$ cat config.mk
export PLATFORM = sky130hd
export DESIGN_NAME = ps2_key_decoder_flat
export DESIGN_NICKNAME = d
export VERILOG_FILES = /design/src/rtl/ps2_key_decoder_if.sv /design/src/rtl/ps2_key_decoder.sv /design/src/flat_wrapper.sv
export SDC_FILE = /design/constraint.sdc
export NUM_CORES = 1
export LEC_CHECK = 0
export ABC_CLOCK_PERIOD_IN_PS = 2900
export BUFFER_PORTS_ARGS = -buffer_cell sky130_fd_sc_hd__buf_2
export CELL_PAD_IN_SITES_DETAIL_PLACEMENT = 0
export CELL_PAD_IN_SITES_GLOBAL_PLACEMENT = 1
export CORE_AREA = 2 2 107 109
export DETAILED_ROUTE_END_ITERATION = 12
export DIE_AREA = 0 0 109 111
export PLACE_DENSITY_LB_ADDON = 0.2
export RECOVER_POWER = 25
export SYNTH_ARGS = -nofsm -noshare
export SYNTH_HDL_FRONTEND = slang
export SYNTH_SLANG_ARGS = --single-unit
$ cat constraint.sdc
create_clock -name clk -period 2.9 [get_ports clk]
set_input_delay 0.29 -clock clk [delete_from_list [all_inputs] [get_ports clk]]
set_output_delay 0.29 -clock clk [all_outputs]
set_load 0.03 [all_outputs]
$ cat src/rtl/ps2_key_decoder_if.sv
// ps2_key_decoder_if: scan-code input, ASCII FIFO handshake and key status bundle.
// slave is the decoder side, master is the producer/consumer side.
interface ps2_key_decoder_if #(
    parameter int unsigned COUNT_W = 8
);
    logic [7:0]         code_in;
    logic               code_valid;
    logic [7:0]         out_data;
    logic               out_valid;
    logic               out_ready;
    logic [7:0]         cur_ascii;
    logic               key_held;
    logic [COUNT_W-1:0] press_count;
    logic               shift_on;
    logic               caps_on;
    logic               overflow;

    modport master (
        output code_in, code_valid, out_ready,
        input  out_data, out_valid, cur_ascii, key_held, press_count, shift_on, caps_on,
               overflow
    );

    modport slave (
        input  code_in, code_valid, out_ready,
        output out_data, out_valid, cur_ascii, key_held, press_count, shift_on, caps_on,
               overflow
    );
endinterface

$ cat src/rtl/ps2_key_decoder.sv
// ps2_key_decoder: PS/2 set-2 scan-code parser with Shift/Caps tracking, ASCII translation,
// fresh-press counter and a first-word-fall-through output FIFO.
// Optional feature: define PS2DEC_CAPSLOCK_EN to make code 0x58 toggle Caps Lock.
module ps2_key_decoder #(
    parameter int unsigned DEPTH   = 8,
    parameter int unsigned COUNT_W = 8
) (
    input logic              clk,
    input logic              rst,
    ps2_key_decoder_if.slave bus
);
    localparam int unsigned AW = $clog2(DEPTH);

    typedef enum logic [1:0] {StIdle, StBrk, StExt, StExtBrk} state_e;

    state_e             r_state, w_state_next;
    logic               w_make, w_break;
    logic               r_lshift, r_rshift, w_shift, w_caps;
    logic               r_key_held;
    logic [7:0]         r_held_code, r_cur_ascii;
    logic [COUNT_W-1:0] r_press_count;
    logic               r_overflow;
    logic [7:0]         r_mem [DEPTH];
    logic [AW:0]        r_wptr, r_rptr;
    logic               w_empty, w_full, w_push_req, w_push, w_pop;
    logic               w_mapped, w_letter;
    logic [7:0]         w_base, w_alt, w_char;

    assign w_shift = r_lshift | r_rshift;

    // Parser next state; only non-prefix bytes in IDLE/BRK are acted on
    always_comb begin
        w_state_next = r_state;
        w_make       = 1'b0;
        w_break      = 1'b0;
        if (bus.code_valid) begin
            unique case (r_state)
                StIdle: begin
                    if (bus.code_in == 8'hF0)      w_state_next = StBrk;
                    else if (bus.code_in == 8'hE0) w_state_next = StExt;
                    else                           w_make = 1'b1;
                end
                StBrk: begin
                    if (bus.code_in == 8'hE0) begin
                        w_state_next = StExtBrk;
                    end else if (bus.code_in != 8'hF0) begin
                        w_break      = 1'b1;
                        w_state_next = StIdle;
                    end
                end
                StExt: begin
                    if (bus.code_in == 8'hF0)      w_state_next = StExtBrk;
                    else if (bus.code_in != 8'hE0) w_state_next = StIdle;
                end
                StExtBrk: begin
                    if (bus.code_in != 8'hF0 && bus.code_in != 8'hE0) w_state_next = StIdle;
                end
                default: w_state_next = StIdle;
            endcase
        end
    end

    // Scan code to ASCII; letters flip case on shift^caps, digits use the shifted glyph in w_alt
    always_comb begin
        w_mapped = 1'b1;
        w_letter = 1'b0;
        w_base   = 8'h00;
        w_alt    = 8'h00;
        case (bus.code_in)
            8'h1C: begin w_base = 8'h61; w_letter = 1'b1; end
            8'h32: begin w_base = 8'h62; w_letter = 1'b1; end
            8'h21: begin w_base = 8'h63; w_letter = 1'b1; end
            8'h23: begin w_base = 8'h64; w_letter = 1'b1; end
            8'h24: begin w_base = 8'h65; w_letter = 1'b1; end
            8'h2B: begin w_base = 8'h66; w_letter = 1'b1; end
            8'h34: begin w_base = 8'h67; w_letter = 1'b1; end
            8'h33: begin w_base = 8'h68; w_letter = 1'b1; end
            8'h43: begin w_base = 8'h69; w_letter = 1'b1; end
            8'h3B: begin w_base = 8'h6A; w_letter = 1'b1; end
            8'h42: begin w_base = 8'h6B; w_letter = 1'b1; end
            8'h4B: begin w_base = 8'h6C; w_letter = 1'b1; end
            8'h3A: begin w_base = 8'h6D; w_letter = 1'b1; end
            8'h31: begin w_base = 8'h6E; w_letter = 1'b1; end
            8'h44: begin w_base = 8'h6F; w_letter = 1'b1; end
            8'h4D: begin w_base = 8'h70; w_letter = 1'b1; end
            8'h15: begin w_base = 8'h71; w_letter = 1'b1; end
            8'h2D: begin w_base = 8'h72; w_letter = 1'b1; end
            8'h1B: begin w_base = 8'h73; w_letter = 1'b1; end
            8'h2C: begin w_base = 8'h74; w_letter = 1'b1; end
            8'h3C: begin w_base = 8'h75; w_letter = 1'b1; end
            8'h2A: begin w_base = 8'h76; w_letter = 1'b1; end
            8'h1D: begin w_base = 8'h77; w_letter = 1'b1; end
            8'h22: begin w_base = 8'h78; w_letter = 1'b1; end
            8'h35: begin w_base = 8'h79; w_letter = 1'b1; end
            8'h1A: begin w_base = 8'h7A; w_letter = 1'b1; end
            8'h16: begin w_base = 8'h31; w_alt = 8'h21; end
            8'h1E: begin w_base = 8'h32; w_alt = 8'h40; end
            8'h26: begin w_base = 8'h33; w_alt = 8'h23; end
            8'h25: begin w_base = 8'h34; w_alt = 8'h24; end
            8'h2E: begin w_base = 8'h35; w_alt = 8'h25; end
            8'h36: begin w_base = 8'h36; w_alt = 8'h5E; end
            8'h3D: begin w_base = 8'h37; w_alt = 8'h26; end
            8'h3E: begin w_base = 8'h38; w_alt = 8'h2A; end
            8'h46: begin w_base = 8'h39; w_alt = 8'h28; end
            8'h45: begin w_base = 8'h30; w_alt = 8'h29; end
            8'h29: begin w_base = 8'h20; w_alt = 8'h20; end
            8'h5A: begin w_base = 8'h0D; w_alt = 8'h0D; end
            8'h66: begin w_base = 8'h08; w_alt = 8'h08; end
            default: w_mapped = 1'b0;
        endcase
        if (w_letter) w_char = (w_shift ^ w_caps) ? (w_base ^ 8'h20) : w_base;
        else          w_char = w_shift ? w_alt : w_base;
    end

`ifdef PS2DEC_CAPSLOCK_EN
    logic r_caps, r_caps_held;

    // Caps Lock toggles once per physical press; its own held bit masks typematic repeats
    always_ff @(posedge clk) begin
        if (rst) begin
            r_caps      <= 1'b0;
            r_caps_held <= 1'b0;
        end else begin
            if (w_make && bus.code_in == 8'h58 && !r_caps_held) begin
                r_caps      <= ~r_caps;
                r_caps_held <= 1'b1;
            end
            if (w_break && bus.code_in == 8'h58) r_caps_held <= 1'b0;
        end
    end

    assign w_caps = r_caps;
`else
    assign w_caps = 1'b0;
`endif

    assign w_empty    = (r_wptr == r_rptr);
    assign w_full     = (r_wptr[AW] != r_rptr[AW]) && (r_wptr[AW-1:0] == r_rptr[AW-1:0]);
    assign w_pop      = !w_empty && bus.out_ready;
    assign w_push_req = w_make && w_mapped;
    // A slot freed by a same-cycle pop can take the new character
    assign w_push     = w_push_req && (!w_full || w_pop);

    // Parser state, modifiers, fresh-press tracking and FIFO pointers
    always_ff @(posedge clk) begin
        if (rst) begin
            r_state       <= StIdle;
            r_lshift      <= 1'b0;
            r_rshift      <= 1'b0;
            r_key_held    <= 1'b0;
            r_held_code   <= 8'h00;
            r_cur_ascii   <= 8'h00;
            r_press_count <= '0;
            r_overflow    <= 1'b0;
            r_wptr        <= '0;
            r_rptr        <= '0;
        end else begin
            r_state <= w_state_next;
            if (w_make && bus.code_in == 8'h12)  r_lshift <= 1'b1;
            if (w_make && bus.code_in == 8'h59)  r_rshift <= 1'b1;
            if (w_break && bus.code_in == 8'h12) r_lshift <= 1'b0;
            if (w_break && bus.code_in == 8'h59) r_rshift <= 1'b0;
            if (w_push_req && (!r_key_held || bus.code_in != r_held_code)) begin
                r_press_count <= r_press_count + COUNT_W'(1);
                r_cur_ascii   <= w_char;
                r_held_code   <= bus.code_in;
                r_key_held    <= 1'b1;
            end
            if (w_break && w_mapped && bus.code_in == r_held_code) r_key_held <= 1'b0;
            if (w_push) r_wptr <= r_wptr + (AW + 1)'(1);
            if (w_pop)  r_rptr <= r_rptr + (AW + 1)'(1);
            if (w_push_req && w_full && !w_pop) r_overflow <= 1'b1;
        end
    end

    // FIFO storage, no reset needed since reads are gated by the empty flag
    always_ff @(posedge clk) begin
        if (w_push) r_mem[r_wptr[AW-1:0]] <= w_char;
    end

    assign bus.out_valid   = !w_empty;
    assign bus.out_data    = w_empty ? 8'h00 : r_mem[r_rptr[AW-1:0]];
    assign bus.cur_ascii   = r_cur_ascii;
    assign bus.key_held    = r_key_held;
    assign bus.press_count = r_press_count;
    assign bus.shift_on    = w_shift;
    assign bus.caps_on     = w_caps;
    assign bus.overflow    = r_overflow;
endmodule

$ cat src/flat_wrapper.sv
// flat-port wrapper written by rule: the top's interface ports become plain ports
module ps2_key_decoder_flat 
#(
    parameter int unsigned DEPTH   = 8,
    parameter int unsigned COUNT_W = 8
)
  (clk, rst, bus_code_in, bus_code_valid, bus_out_ready, bus_out_data, bus_out_valid, bus_cur_ascii, bus_key_held, bus_press_count, bus_shift_on, bus_caps_on, bus_overflow);
  ps2_key_decoder_if #(.COUNT_W(COUNT_W)) bus_i ();
  input logic clk;
  input logic rst;
  input wire logic [$bits(bus_i.code_in)-1:0] bus_code_in;
  input wire logic [$bits(bus_i.code_valid)-1:0] bus_code_valid;
  input wire logic [$bits(bus_i.out_ready)-1:0] bus_out_ready;
  output wire logic [$bits(bus_i.out_data)-1:0] bus_out_data;
  output wire logic [$bits(bus_i.out_valid)-1:0] bus_out_valid;
  output wire logic [$bits(bus_i.cur_ascii)-1:0] bus_cur_ascii;
  output wire logic [$bits(bus_i.key_held)-1:0] bus_key_held;
  output wire logic [$bits(bus_i.press_count)-1:0] bus_press_count;
  output wire logic [$bits(bus_i.shift_on)-1:0] bus_shift_on;
  output wire logic [$bits(bus_i.caps_on)-1:0] bus_caps_on;
  output wire logic [$bits(bus_i.overflow)-1:0] bus_overflow;
  assign bus_i.code_in = bus_code_in;
  assign bus_i.code_valid = bus_code_valid;
  assign bus_i.out_ready = bus_out_ready;
  assign bus_out_data = bus_i.out_data;
  assign bus_out_valid = bus_i.out_valid;
  assign bus_cur_ascii = bus_i.cur_ascii;
  assign bus_key_held = bus_i.key_held;
  assign bus_press_count = bus_i.press_count;
  assign bus_shift_on = bus_i.shift_on;
  assign bus_caps_on = bus_i.caps_on;
  assign bus_overflow = bus_i.overflow;
  ps2_key_decoder #(.DEPTH(DEPTH), .COUNT_W(COUNT_W)) u_core (.clk(clk), .rst(rst), .bus(bus_i));
endmodule
Word level (Yosys, flattened, before mapping)
Memory sizes are Yosys's and may differ from the RTL's. A register that Yosys moved wholly into a read port is not among the register bits.
Cells that the tools add are included.
{ "classes": {"add_sub_neg": 3, "eq_ne": 57, "mux": 28, "bitwise_logic": 2, "reduce_logical": 27} }
{ "op_table": {"columns": ["op", "n"], "rows": [
  ["7-bit one-hot mux with 39 select lines", 1],
  ["8-bit by 6-bit equality test with 1-bit output (second input constant)", 23],
  ["7-bit one-hot mux with 13 select lines", 1],
  ["8-bit by 7-bit equality test with 1-bit output (second input constant)", 10],
  ["8-bit by 5-bit equality test with 1-bit output (second input constant)", 8],
  ["39-bit OR reduction", 1],
  ["26-bit OR reduction", 1],
  ["8-bit equality test (second input constant)", 2],
  ["8-bit != test (second input constant)", 2],
  ["1-bit logical AND", 14],
  ["2-bit two-way mux", 7],
  ["7-bit two-way mux", 2],
  ["1-bit two-way mux", 12],
  ["3-bit by 1-bit != test with 1-bit output (second input constant)", 3],
  ["4-bit by 1-bit adder with 4-bit output (second input constant)", 2],
  ["8-bit by 1-bit adder with 8-bit output (second input constant)", 1],
  ["8-bit equality test", 1],
  ["8-bit two-way mux", 1],
  ["8-bit != test", 1],
  ["2-bit one-hot mux with 4 select lines", 1],
  ["3-bit two-way mux", 2],
  ["6-bit two-way mux", 1],
  ["2-bit OR reduction", 3],
  ["5-bit AND reduction", 1],
  ["11 further kinds", 16]
]} }
{ "totals": {"reg_bits": 38, "ramBits": 56, "inputBits": 12, "output_inout_bits": 29, "word_cells": 128, "memories": 1} }
{ "mem_list": {"columns": ["memory", "depth", "word_bits", "rd", "rd_ports_with_merged_regs", "write_ports", "line", "source"], "rows": [
  ["u_core.r_mem", 8, 7, 1, 1, 1, "ps2_key_decoder.sv:23", "logic [7:0] r_mem [DEPTH];"]
]} }

Depth between registers and ports, before layout
{ "logic_depth": {"ltp_word": 9, "mapped_depth": 11} }

Worst setup path after synthesis
Ideal clock, no wire load.
{ "synth_timing": {"kind": "input to register", "from": "in bus_code_in[7]", "to": "mem u_core.r_mem[0][0] (netlist bit) (enable)", "setup_time_ns": 0.380, "t_arrival_ns": 2.311, "setup_slack_ns": 0.209, "path_stages": 9, "path_buffers": 2, "path_cell_list": "buf_6 > and4bb_1 > buf_6 > a32oi_1 > o211ai_2 > or2_4 > o21ai_2 > or3_1 > nor3_1"} }
{ "synth_via": {"elab_chain_len": 9} }
{ "synth_rtl": {"columns": ["element", "line", "source"], "rows": [
  ["from (decl)", "flat_wrapper.sv:11", "input wire logic [$bits(bus_i.code_in)-1:0] bus_code_in;"],
  ["8-bit equality test", "ps2_key_decoder.sv:40", "else if (bus.code_in == 8'hE0) w_state_next = StExt;"],
  ["1-bit two-way mux", "ps2_key_decoder.sv:40", null],
  ["1-bit two-way mux", "ps2_key_decoder.sv:39", "if (bus.code_in == 8'hF0) w_state_next = StBrk;"],
  ["1-bit two-way mux", "ps2_key_decoder.sv:37", "unique case (r_state)"],
  ["1-bit two-way mux", "ps2_key_decoder.sv:36", "if (bus.code_valid) begin"],
  ["1-bit logical AND (*)", "ps2_key_decoder.sv:140", "assign w_push_req = w_make && w_mapped;"],
  ["1-bit logical AND (*)", "ps2_key_decoder.sv:142", "assign w_push = w_push_req && (!w_full || w_pop);"],
  ["1-bit two-way mux (*)", "ps2_key_decoder.sv:178", "if (w_push) r_mem[r_wptr[AW-1:0]] <= w_char;"],
  ["1-bit two-way mux (implied by the code) (*)", "ps2_key_decoder.sv:178", null],
  ["to (decl)", "ps2_key_decoder.sv:23", null]
]} }
Mark *: on every way between the ends. The rest lies on a longest branch, timed or not.

Worst setup path after layout
{ "layout_timing": {"from": "in bus_code_in[0]", "to": "reg u_core.r_held_code[0]"} }
{ "layout_via": {"elab_chain_len": 7} }
{ "layout_rtl": {"columns": ["element", "line", "source"], "rows": [
  ["8-bit equality test", "ps2_key_decoder.sv:40", null],
  ["1-bit two-way mux", "ps2_key_decoder.sv:40", null],
  ["1-bit two-way mux", "ps2_key_decoder.sv:39", null],
  ["1-bit two-way mux", "ps2_key_decoder.sv:37", null],
  ["1-bit two-way mux", "ps2_key_decoder.sv:36", null],
  ["1-bit logical AND", "ps2_key_decoder.sv:140", null],
  ["1-bit logical AND", "ps2_key_decoder.sv:163", "if (w_push_req && (!r_key_held || bus.code_in != r_held_code)) begin"],
  ["to (signal assigned)", "ps2_key_decoder.sv:166", "r_held_code <= bus.code_in;"],
  ["to (decl)", "ps2_key_decoder.sv:20", "logic [7:0] r_held_code, r_cur_ascii;"]
]} }
Several ways; a longest one is shown, not always the timed one.
A chain may end at the register's enable or synchronous reset.

==> results <==
- The number of cells produced by synthesis is 463.
- The repair_antennas step left the layout with diodes totalling 0.
- The clock passes through at most 2 buffers.
- The initialized floorplan defines 39 standard-cell rows.
- The number of distinct library cell variants in the gate-level netlist after synthesis is 72.
- The number of maximum-capacitance constraint violations is 1.
- The die covers 12100 sq um.
- The worst register-to-register path has a setup slack of 0.78 ns.
- In this run, post-CTS repair resized a total of 0 instances.
- The starting DRC count in detailed routing is 188.
- The count of pins on the block boundary is 41.
- The share of synthesized area occupied by flip-flops and latches is 0.473.
- The worst hold path passes through 3 cells.
- The number of cells on the worst reg-to-reg path is 5.
- The first TritonRoute pass finished after 4 iterations.
- The synthesized area per cell is 11.3 sq um.
- After synthesis, the cell types taking the most area are edfxtp_1 (32%), dfxtp_1 (15%), mux4_2 (6.0%), mux2i_1 (5.3%), nor2_1 (3.6%).
- The hold-critical path endpoint is u_core.r_state[1].
- The area of the core is 11100 sq um.
- The worst register-to-register path begins at u_core.r_wptr[2].
- The startpoint identified for the worst hold timing path is bus_code_valid.
- The worst slew margin relative to its limit is -0.239.
- After global routing, the most crowded layer is met2.
- STA classifies the critical path startpoint as a primary input.
- The count of vias placed by the detailed router is 3880.
- The number of synthesis warnings is 0.
- The post-CTS setup repair buffer count is 0.
- The routed design could run at a clock period as short as 2.52 ns.
- Once detail routing completed, the nets flagged for antenna violations numbered 0.
- The number of antenna violations at the first check in global routing came to 0.
- The final setup skew is 0.00681 ns.
- The commonest cells after synthesis are edfxtp_1 (56), nor2_1 (50), dfxtp_1 (40).
- The transition time at the pin with the least slew margin is 1.86 ns.
- The CTS tree is yes.
- The CTS clock-pin slew for the worst setup and hold paths is 0.06 ns.
- The H-tree was split into 3 levels.
- In this run the power spent charging and discharging nets is 702 uW.
- The switching part of the total power is 0.227.
- The final number of hold-violating endpoints is 0.
- The pin count of the biggest net entering global routing is 41.
- Of the total power, the clock network draws 0.402.
- The quantity of I/O buffers inserted on ports is 37.
- The via count of the first global-routing pass is 3750.
- The tree is rooted in a clkbuf_16.
- At the end of the flow, the number of nets in the layout was 565.
- Measured along the y axis, the die boundary spans 111 um.
- The synthesized cell area is 5250 sq um.
- The number of buffers inserted during clock tree synthesis is 9.
- Dividing the detail-routed wire length by the instance count gives 17.4 um.
- Measured along the x axis, the die boundary spans 109 um.
- For met1 alone, demand over resource in global routing was 0.283.
- The number of remaining DRC errors is 0.
- In the final layout, the share of cells above drive strength 1 is 0.241.
- The combinational power share is 0.124.
- Synthesis inferred 96 register bits.
- For this design the static power due to leakage is 0.00235 uW.
- The internal power of the cells is 2390 uW.
- The worst register-to-register path ends at u_core.r_mem[1][6].
- Of all flip-flops after synthesis, the portion carrying an async set or reset was 0.
- The path class of the tightest hold or removal check is in -> reg.
- The critical path endpoint category is a flop.
- Setup repair after global routing left no endpoint under its margin.
- Once layout is complete, the utilization of the core stands at 0.560.
- Summed over all layers, the routed wires come to 12.1 mm.
- The number of fillers in the final layout is 988.
- The routability-driven placement congestion ratio is 0.924.
- The number of max-slew violations in the final report is 41.
- The effective utilization at floorplan is 0.474.
- The required time of the worst setup path is 3.06 ns.
- In the final layout, the multi-input gates occupy 2460 sq um.
- The cell taking the most area after synthesis is edfxtp_1.
- The flip-flop cell with the highest count after synthesis is edfxtp_1.
- The final setup violation count is 0.
- The run finished, with violations left.
- The worst vdd rail ir drop is 0.000407 V.
- Based on the critical path, the design can be clocked at up to 0.397 GHz.
- The first-pass GRT wire length is 19.7 mm.
- For this run, global-route usage on met2 was measured as 0.345.
- The count of flip-flops with a built-in enable after synthesis is 56.
- The later-pin clock latency in the skew report is 0.34 ns.
- The share of total power dissipated in sequential elements is 0.474.
- The power density of the placed cells is 499 nW/um^2.
- The class of the most critical setup path is in -> reg.
- The HPWL after detailed placement is 8.91 mm.
- The fraction of post-synthesis cell area in the top cell type by area is 0.320.
- The total grt overflow is 0.
- In this run the worst path has a maximum fanout of 19.
- The worst endpoint data arrival time is 2.67 ns.
- The total global-route track usage is 0.212.
- In the global route stage, met3 resource usage came out at 0.0341.
- The tree built by TritonCTS fans out to 96 sinks.
- Dividing the final minimum period by the clock period gives 0.869.
- The routed via count divided by cell count is 5.56.
- Registers take 2480 sq um.
- The layout overhead on the synthesized area is 18.1%.
- Adding up every negative setup slack in the final design gives 0 ns.
- The quantity of hold-fixing buffers added after cts is 0.
- Yosys instantiated no cell more often than edfxtp_1.
- The checks that failed: max-capacitance violations, max-slew violations.
## power groups by stage
| stage | Clock [uW] | Combinational, uW | Sequential (uW) |
|---|---|---|---|
| floorplan | 0 | 260 | 1500 |
| global placement | 0 | 386 | 1500 |
| detailed placement | 0 | 390 | 1500 |
| CTS | 1270 | 391 | 1470 |
| global route | 1330 | 418 | 1470 |
| finish | 1240 | 383 | 1470 |
## cell usage in the layout, fill, tap and decap left out, types with 4 or more instances in the layout
master	count
a21oi_1	21
a32oi_1	4
and3b_1	5
and4b_1	4
buf_2	17
buf_4	67
clkbuf_1	26
clkbuf_16	9
dfxtp_1	40
edfxtp_1	56
inv_1	8
mux2i_1	28
mux4_2	14
nand2_1	24
nand2b_1	6
nand3_1	16
nand4_1	6
nor2_1	50
nor2b_1	15
nor3_1	6
nor3b_1	5
nor4_1	4
nor4b_1	5
nor4bb_1	4
o2111ai_1	4
o211ai_1	5
o21ai_0	13
o21ai_1	5
o31ai_1	4
or3_1	6
xnor2_1	14
xor2_1	5
## routing by layer
layer | vias up | share of wire
met5 | - | 0
met4 | 0 | 0.021
met3 | 18 | 0.039
met2 | 97 | 0.49
li1 | 1902 | -
met1 | 1863 | 0.45
## registers in the layout, summed over array words and instances, names as in the netlist, named ones only
signal and flops:
u_core.bus.cur_ascii 7, u_core.bus.key_held 1, u_core.bus.overflow 1, u_core.bus.press_count 8
u_core.r_held_code 8, u_core.r_lshift 1, u_core.r_mem 56, u_core.r_rptr 4
u_core.r_rshift 1, u_core.r_state 2, u_core.r_wptr 4
## worst max-delay path: stages
cell and delay [ns]:
buf_2 0.22, buf_12 0.19, and4bb_1 0.21, o31ai_1 0.29
o2111ai_1 0.17, or4_4 0.44, buf_4 0.17, o21ai_4 0.20
buf_4 0.22, mux2i_1 0.20, nor2_1 0.05
## worst max-delay path by stage
stage                                    endpoint            from  slack, ns  cells past startpoint
after floorplan                u_core.r_mem[0][0]  bus_code_in[7]       0.21                      9
after global placement         u_core.r_mem[0][1]  bus_code_in[0]       0.13                     11
after detailed placement  u_core.bus.cur_ascii[6]  bus_code_in[0]       0.09                     11
after CTS                 u_core.bus.cur_ascii[0]  bus_code_in[0]       0.44                     11
after global routing        u_core.r_held_code[0]  bus_code_in[0]       0.21                     11
final                       u_core.r_held_code[0]  bus_code_in[0]       0.38                     11
## cell families after synthesis
group | count (synthesis) | share of synthesized area
XOR/XNOR | 19 | 0.0317
multiplexers | 45 | 0.121
flip-flops | 96 | 0.473
other | 1 | 0.000714
buffers and inverters | 45 | 0.0608
adder cells (fa/ha/maj) | 3 | 0.00715
AO/OA/AOI/OAI | 77 | 0.101
AND/OR/NAND/NOR | 177 | 0.205
## cell type report
type / count / area share
inverters: 8 / 0.00484
repair buffers: 111 / 0.119
well taps: 143 / 0.0289
flip-flops and latches: 96 / 0.400
clock inverters: 4 / 0.0109
clock buffers: 12 / 0.0397
multi-input cells: 324 / 0.396
## per-stage QoR
stage | area, sq um | hold slack (ns) | worst slack (ns) | power [uW] | std cells
floorplan | 5260 | 0.430 | 0.209 | 1760 | 465
global placement | 5930 | 0.446 | 0.133 | 1880 | 682
detailed placement | 5930 | 0.454 | 0.0911 | 1890 | 682
CTS | 6240 | 0.209 | 0.444 | 3120 | 698
global route | 6200 | 0.240 | 0.212 | 3210 | 698
finish | 6200 | 0.218 | 0.381 | 3090 | 698
(Power assumes the default switching activity.)
